**src/rtl/alarm_bank.sv**
```systemverilog
// Bank of N independent BCD alarms with a validated field-write port, auto-stop ringing,
// bounded snooze and global stop.
module alarm_bank #(
    parameter int N_ALARMS    = 5,
    parameter int RING_SECS   = 60,
    parameter int SNOOZE_SECS = 300,
    parameter int MAX_SNOOZE  = 3,
    parameter int IDX_W       = 3
) (
    input  logic                clk,
    input  logic                reset,
    input  logic                tick_1s,
    input  logic [7:0]          cur_hour,
    input  logic [7:0]          cur_min,
    input  logic [7:0]          cur_sec,
    input  logic                wr_en,
    input  logic [IDX_W-1:0]    wr_idx,
    input  logic [1:0]          wr_field,
    input  logic [7:0]          wr_data,
    output logic                wr_err,
    input  logic [N_ALARMS-1:0] alarm_en,
    input  logic                snooze,
    input  logic                stop,
    input  logic [IDX_W-1:0]    rd_idx,
    output logic [7:0]          rd_hour,
    output logic [7:0]          rd_min,
    output logic [7:0]          rd_sec,
    output logic [N_ALARMS-1:0] ringing,
    output logic [N_ALARMS-1:0] snoozed
);

    localparam int CNT_MAX = (RING_SECS > SNOOZE_SECS) ? RING_SECS : SNOOZE_SECS;
    localparam int CNT_W   = $clog2(CNT_MAX + 1);
    localparam int SC_W    = (MAX_SNOOZE < 1) ? 1 : $clog2(MAX_SNOOZE + 1);

    localparam logic [CNT_W-1:0] RING_LD   = CNT_W'(RING_SECS);
    localparam logic [CNT_W-1:0] SNOOZE_LD = CNT_W'(SNOOZE_SECS);
    localparam logic [SC_W-1:0]  MAX_SC    = SC_W'(MAX_SNOOZE);

    typedef enum logic [1:0] {
        IDLE    = 2'd0,
        RINGING = 2'd1,
        SNOOZED = 2'd2
    } state_t;

    logic [7:0] hour_reg [N_ALARMS];
    logic [7:0] min_reg  [N_ALARMS];
    logic [7:0] sec_reg  [N_ALARMS];
    logic       wr_err_reg;
    logic       wr_ok;
    logic [7:0] wr_lim;

    always_comb begin
        wr_lim = (wr_field == 2'd0) ? 8'h23 : 8'h59;
        wr_ok  = wr_en
              && (32'(wr_idx) < N_ALARMS)
              && (wr_field != 2'b11)
              && (wr_data[7:4] <= 4'd9)
              && (wr_data[3:0] <= 4'd9)
              && (wr_data <= wr_lim);
    end

    always_ff @(posedge clk or negedge reset) begin
        if (!reset) begin
            wr_err_reg <= 1'b0;
            for (int i = 0; i < N_ALARMS; i++) begin
                hour_reg[i] <= 8'h00;
                min_reg[i]  <= 8'h00;
                sec_reg[i]  <= 8'h00;
            end
        end else begin
            wr_err_reg <= wr_en && !wr_ok;
            for (int i = 0; i < N_ALARMS; i++) begin
                if (wr_ok && (wr_idx == IDX_W'(i))) begin
                    case (wr_field)
                        2'd0:    hour_reg[i] <= wr_data;
                        2'd1:    min_reg[i]  <= wr_data;
                        default: sec_reg[i]  <= wr_data;
                    endcase
                end
            end
        end
    end

    assign wr_err = wr_err_reg;

    // Out-of-range readback indices fall through to zero.
    always_comb begin
        rd_hour = 8'h00;
        rd_min  = 8'h00;
        rd_sec  = 8'h00;
        for (int i = 0; i < N_ALARMS; i++) begin
            if (rd_idx == IDX_W'(i)) begin
                rd_hour = hour_reg[i];
                rd_min  = min_reg[i];
                rd_sec  = sec_reg[i];
            end
        end
    end

    for (genvar gi = 0; gi < N_ALARMS; gi++) begin : g_ch
        state_t           state_reg, state_next;
        logic [CNT_W-1:0] cnt_reg, cnt_next;
        logic [SC_W-1:0]  sc_reg, sc_next;
        logic             match;
        logic             wr_hit;

        assign match  = ({cur_hour, cur_min, cur_sec} == {hour_reg[gi], min_reg[gi], sec_reg[gi]});
        assign wr_hit = wr_ok && (wr_idx == IDX_W'(gi));

        always_ff @(posedge clk or negedge reset) begin
            if (!reset) begin
                state_reg <= IDLE;
                cnt_reg   <= '0;
                sc_reg    <= '0;
            end else begin
                state_reg <= state_next;
                cnt_reg   <= cnt_next;
                sc_reg    <= sc_next;
            end
        end

        // Priority: arm switch low > write to this channel > stop > snooze > tick.
        always_comb begin
            state_next = state_reg;
            cnt_next   = cnt_reg;
            sc_next    = sc_reg;
            if (!alarm_en[gi] || wr_hit) begin
                state_next = IDLE;
            end else begin
                case (state_reg)
                    IDLE: begin
                        if (tick_1s && match) begin
                            state_next = RINGING;
                            cnt_next   = RING_LD;
                            sc_next    = '0;
                        end
                    end
                    RINGING: begin
                        if (stop) begin
                            state_next = IDLE;
                        end else if (snooze && (sc_reg < MAX_SC)) begin
                            state_next = SNOOZED;
                            cnt_next   = SNOOZE_LD;
                            sc_next    = sc_reg + SC_W'(1);
                        end else if (tick_1s) begin
                            if (cnt_reg <= CNT_W'(1)) begin
                                state_next = IDLE;
                                cnt_next   = '0;
                            end else begin
                                cnt_next = cnt_reg - CNT_W'(1);
                            end
                        end
                    end
                    SNOOZED: begin
                        if (stop) begin
                            state_next = IDLE;
                        end else if (tick_1s) begin
                            if (cnt_reg <= CNT_W'(1)) begin
                                state_next = RINGING;
                                cnt_next   = RING_LD;
                            end else begin
                                cnt_next = cnt_reg - CNT_W'(1);
                            end
                        end
                    end
                    default: state_next = IDLE;
                endcase
            end
        end

        assign ringing[gi] = (state_reg == RINGING);
        assign snoozed[gi] = (state_reg == SNOOZED);
    end

endmodule

```
**config.mk**
```make
export PLATFORM = sky130hd
export DESIGN_NAME = alarm_bank
export DESIGN_NICKNAME = d
export VERILOG_FILES = /design/src/rtl/alarm_bank.sv
export SDC_FILE = /design/constraint.sdc
export NUM_CORES = 1
export LEC_CHECK = 0
export CORE_UTILIZATION = 25
export DETAILED_ROUTE_END_ITERATION = 10
export GPL_TIMING_DRIVEN = 1
export MAX_ROUTING_LAYER = met4
export PLACE_DENSITY = 0.41
export SLEW_MARGIN = 20
export SYNTH_ARGS = -nofsm -noshare
export SYNTH_HDL_FRONTEND = slang
export SYNTH_SLANG_ARGS = --single-unit
```
**constraint.sdc**
```tcl
create_clock -name clk -period 3 [get_ports clk]
set_input_delay 0.45 -clock clk [delete_from_list [all_inputs] [get_ports clk]]
set_output_delay 0.45 -clock clk [all_outputs]
set_load 0.005 [all_outputs]
```
==> results.yml <==
placed_design:
  place_hpwl_mm: 31.1
  port_buffers: 85
  gp_congestion: 0.856
outcome:
  status: "complete, but fails checks"
  violations: "design-rule violations"
sta:
  setup_violations: 0
  slew_violations: 0
  max_slew.worst_pin.slew_ns: 0.683
  final_hold_viol_count: 0
  fmax_mhz: 346
  setup_tns_ns: 0
  slew_headroom_pct: 53.8
  rsz0062_at_grt: "no"
  fin_hold_ws_ns: 0.466
  period_share_pct: 96.5
  finalCriticalPeriod_ns: 2.89
  fin_skew_ns: 0.0159
clocking:
  htreeDepth: 4
  root_buffer: "clkbuf_16"
  clock-sinks: 186
  clk_pin_slew_worst_paths_ns: 0.08
  cts_tree: "done"
  clk_latency_ns: 0.47
  clockBufferDepth: 2
  cts_inserted_buffers: 17
synthesis:
  synth_area_um2: 11900
  synthAdderAreaFrac_pct: 3.99
  synth-compound-area-share_pct: 15.0
  muxShareOfSynthArea_pct: 15.0
  ys_seq_area_share_pct: 39.1
  yosys_warnings: 0
  synth_area_leaders: "dfrtp_1, mux2_2, xnor2_1"
  synth_flop_cell: "dfrtp_1"
  synth_top_family_by_area: "multiplexers"
  ys_ff_latch: 186
  synth_xor_area_share_pct: 9.19
  synth.top_cell.area_share_pct: 39.1
  async_flop_share_pct: 100
  syn_area_per_cell_um2: 9.98
  ys_types: 72
  syn_nets: 1283
  yosys.area.top_type: "dfrtp_1"
  synth-simple-area-share_pct: 13.4
  synth-edff-count: 0
  syn_inst: 1194
grt:
  grt_max_degree: 70
  antenna_found_initial: 0
  overflow: 0
  grt_pass1_vias: 10023
  grt_pass1_wl_mm: 62.8
  gr-usage-all-layers_pct: 18.0
floorplan:
  die_h_um: 220
  core_area_um2: 46800
  dieArea_um2: 48500
  ios: 86
  row_count: 79
  initial_core_util_pct: 25.5
  fp.dieW_um: 220
worst_setup_path:
  cp-end-kind: "register"
  ff2ff_path_depth: 8
  critPathLaunch: "cur_min[7]"
  reg2reg_from: "hour_reg[31]$_DFFE_PN0P_"
  cp.required_ns: 3.35
  critPathMaxFanout: 5
  start_kind: "input port"
  cp_data_arrival_time_ns: 3.24
  worst-setup-path-type: "in2reg"
layout:
  nNetsFinal: 1478
  synthToLayoutAreaGrowth_pct: 29.4
  antenna_cells_inserted: 0
  num-fill-cells: 4824
  final_cell_mix: "dfrtp_1, buf_4, mux2_2"
  largest_reg_flops: 45
  drive_above_1_share_pct: 25.7
  final_common_cell: "dfrtp_1"
power_and_ir_drop:
  finalPower_mw: 6.32
  ir_drop_uv: 366
  leakagePower_nw: 6.80
  power_density_nw_per_um2: 410
route:
  viasPerCell: 4.91
  antenna_left: 0
  drcViolationCount: 8
  via_count: 9873
  first_pass_iters: 8
  drt-initial-drc-count: 697
  wl_mm: 41.3
  wire_per_inst_um: 20.6
job:
  maxCapViolations: 0
min_path:
  hold_class: "in2async"
what timing repair did:
item,in CTS,in global routing
endpoints found under the hold margin,33,0
gates resized for setup,2,13
setup buffers,0,3
setup endpoints to repair,2,105
hold buffers,1,0
pin swaps,0,1
gates cloned,0,0
worst max-delay path, stage by stage:
cell	delay, ns
clkdlybuf4s50_1	0.53
buf_4	0.23
xor2_1	0.16
nor4_2	0.30
buf_4	0.17
nand3_1	0.13
o41a_1	0.52
buf_4	0.19
nor3_2	0.20
mux2_2	0.36
logic make-up after synthesis:
logic type / Yosys count
AOI/OAI and AO/OA: 251
xor gates and xnor gates: 125
adders and majority gates: 38
buffers and inverters: 123
DFF: 186
muxes: 162
and+or+nand+nor: 309
area by class of cell:
| cell class | instances | area (um2) | share of cell area (%) |
|---|---|---|---|
| clock buffer | 17 | 425 | 2.76 |
| clock inverter | 15 | 233 | 1.51 |
| inverter | 47 | 176 | 1.14 |
| multi-input combinational | 885 | 6820 | 44.2 |
| sequential | 186 | 4650 | 30.2 |
| tap | 607 | 759 | 4.93 |
| timing repair buffer | 252 | 2350 | 15.2 |
stage by stage:
stage	utilization, %	std cells	cell area, um2	setup WS (ns)
2_1_floorplan	-	1194	11900	0.125
3_3_place_gp	31.3	1973	14700	-0.466
3_5_place_dp	31.3	1973	14700	-0.462
4_1_cts	32.8	2006	15300	0.00742
5_1_grt	33.0	2009	15400	0.0165
6_report	33.0	2009	15400	0.106
Yosys cell counts (4+ instances only):
master / n
xnor2_1: 65
buf_2: 11
nor2b_1: 14
nand4_1: 14
dfrtp_1: 186
o211ai_1: 5
or4_1: 13
a21oi_1: 60
o31ai_1: 6
o41ai_1: 18
nor3_1: 24
a31oi_1: 19
ha_1: 38
mux2i_1: 36
nor4_1: 18
o21ai_0: 34
nand3_1: 17
buf_6: 5
xor2_1: 60
nand2_1: 61
a22oi_1: 25
and2_1: 20
nand2b_1: 10
mux2_2: 121
clkbuf_1: 56
a21o_1: 7
o22ai_1: 26
inv_1: 47
nor2_1: 78
o41a_1: 4
nand3b_1: 8
or3_1: 12
and3_1: 6
final timing paths:
kind	end	slack, ns
setup / recovery	g_ch[2].cnt_reg[4]$_DFFE_PN0P_	0.11
hold / removal	sec_reg[24]$_DFFE_PN0P_	0.47
setup reg to reg	g_ch[1].sc_reg[0]$_DFFE_PN0P_	0.18
hold reg to reg	g_ch[1].cnt_reg[6]$_DFFE_PN0P_	0.49
max in group asynchronous	g_ch[1].cnt_reg[1]$_DFFE_PN0P_	1.77
min in group clk	g_ch[1].cnt_reg[6]$_DFFE_PN0P_	0.49
metal layers:
layer	share of wire, %	track usage (%)
met4	1.7	4.32
met1	47	23.4
met5	0	-
met2	48	29.3
met3	3.3	2.80
power breakdown:
group	switching [mW]	total [mW]	internal, mW
sequential	0.111	2.73	2.62
combinational	0.534	0.983	0.448
clock	1.18	2.61	1.43
total	1.82	6.32	4.50
No activity file was read; power rests on OpenSTA's default activity.
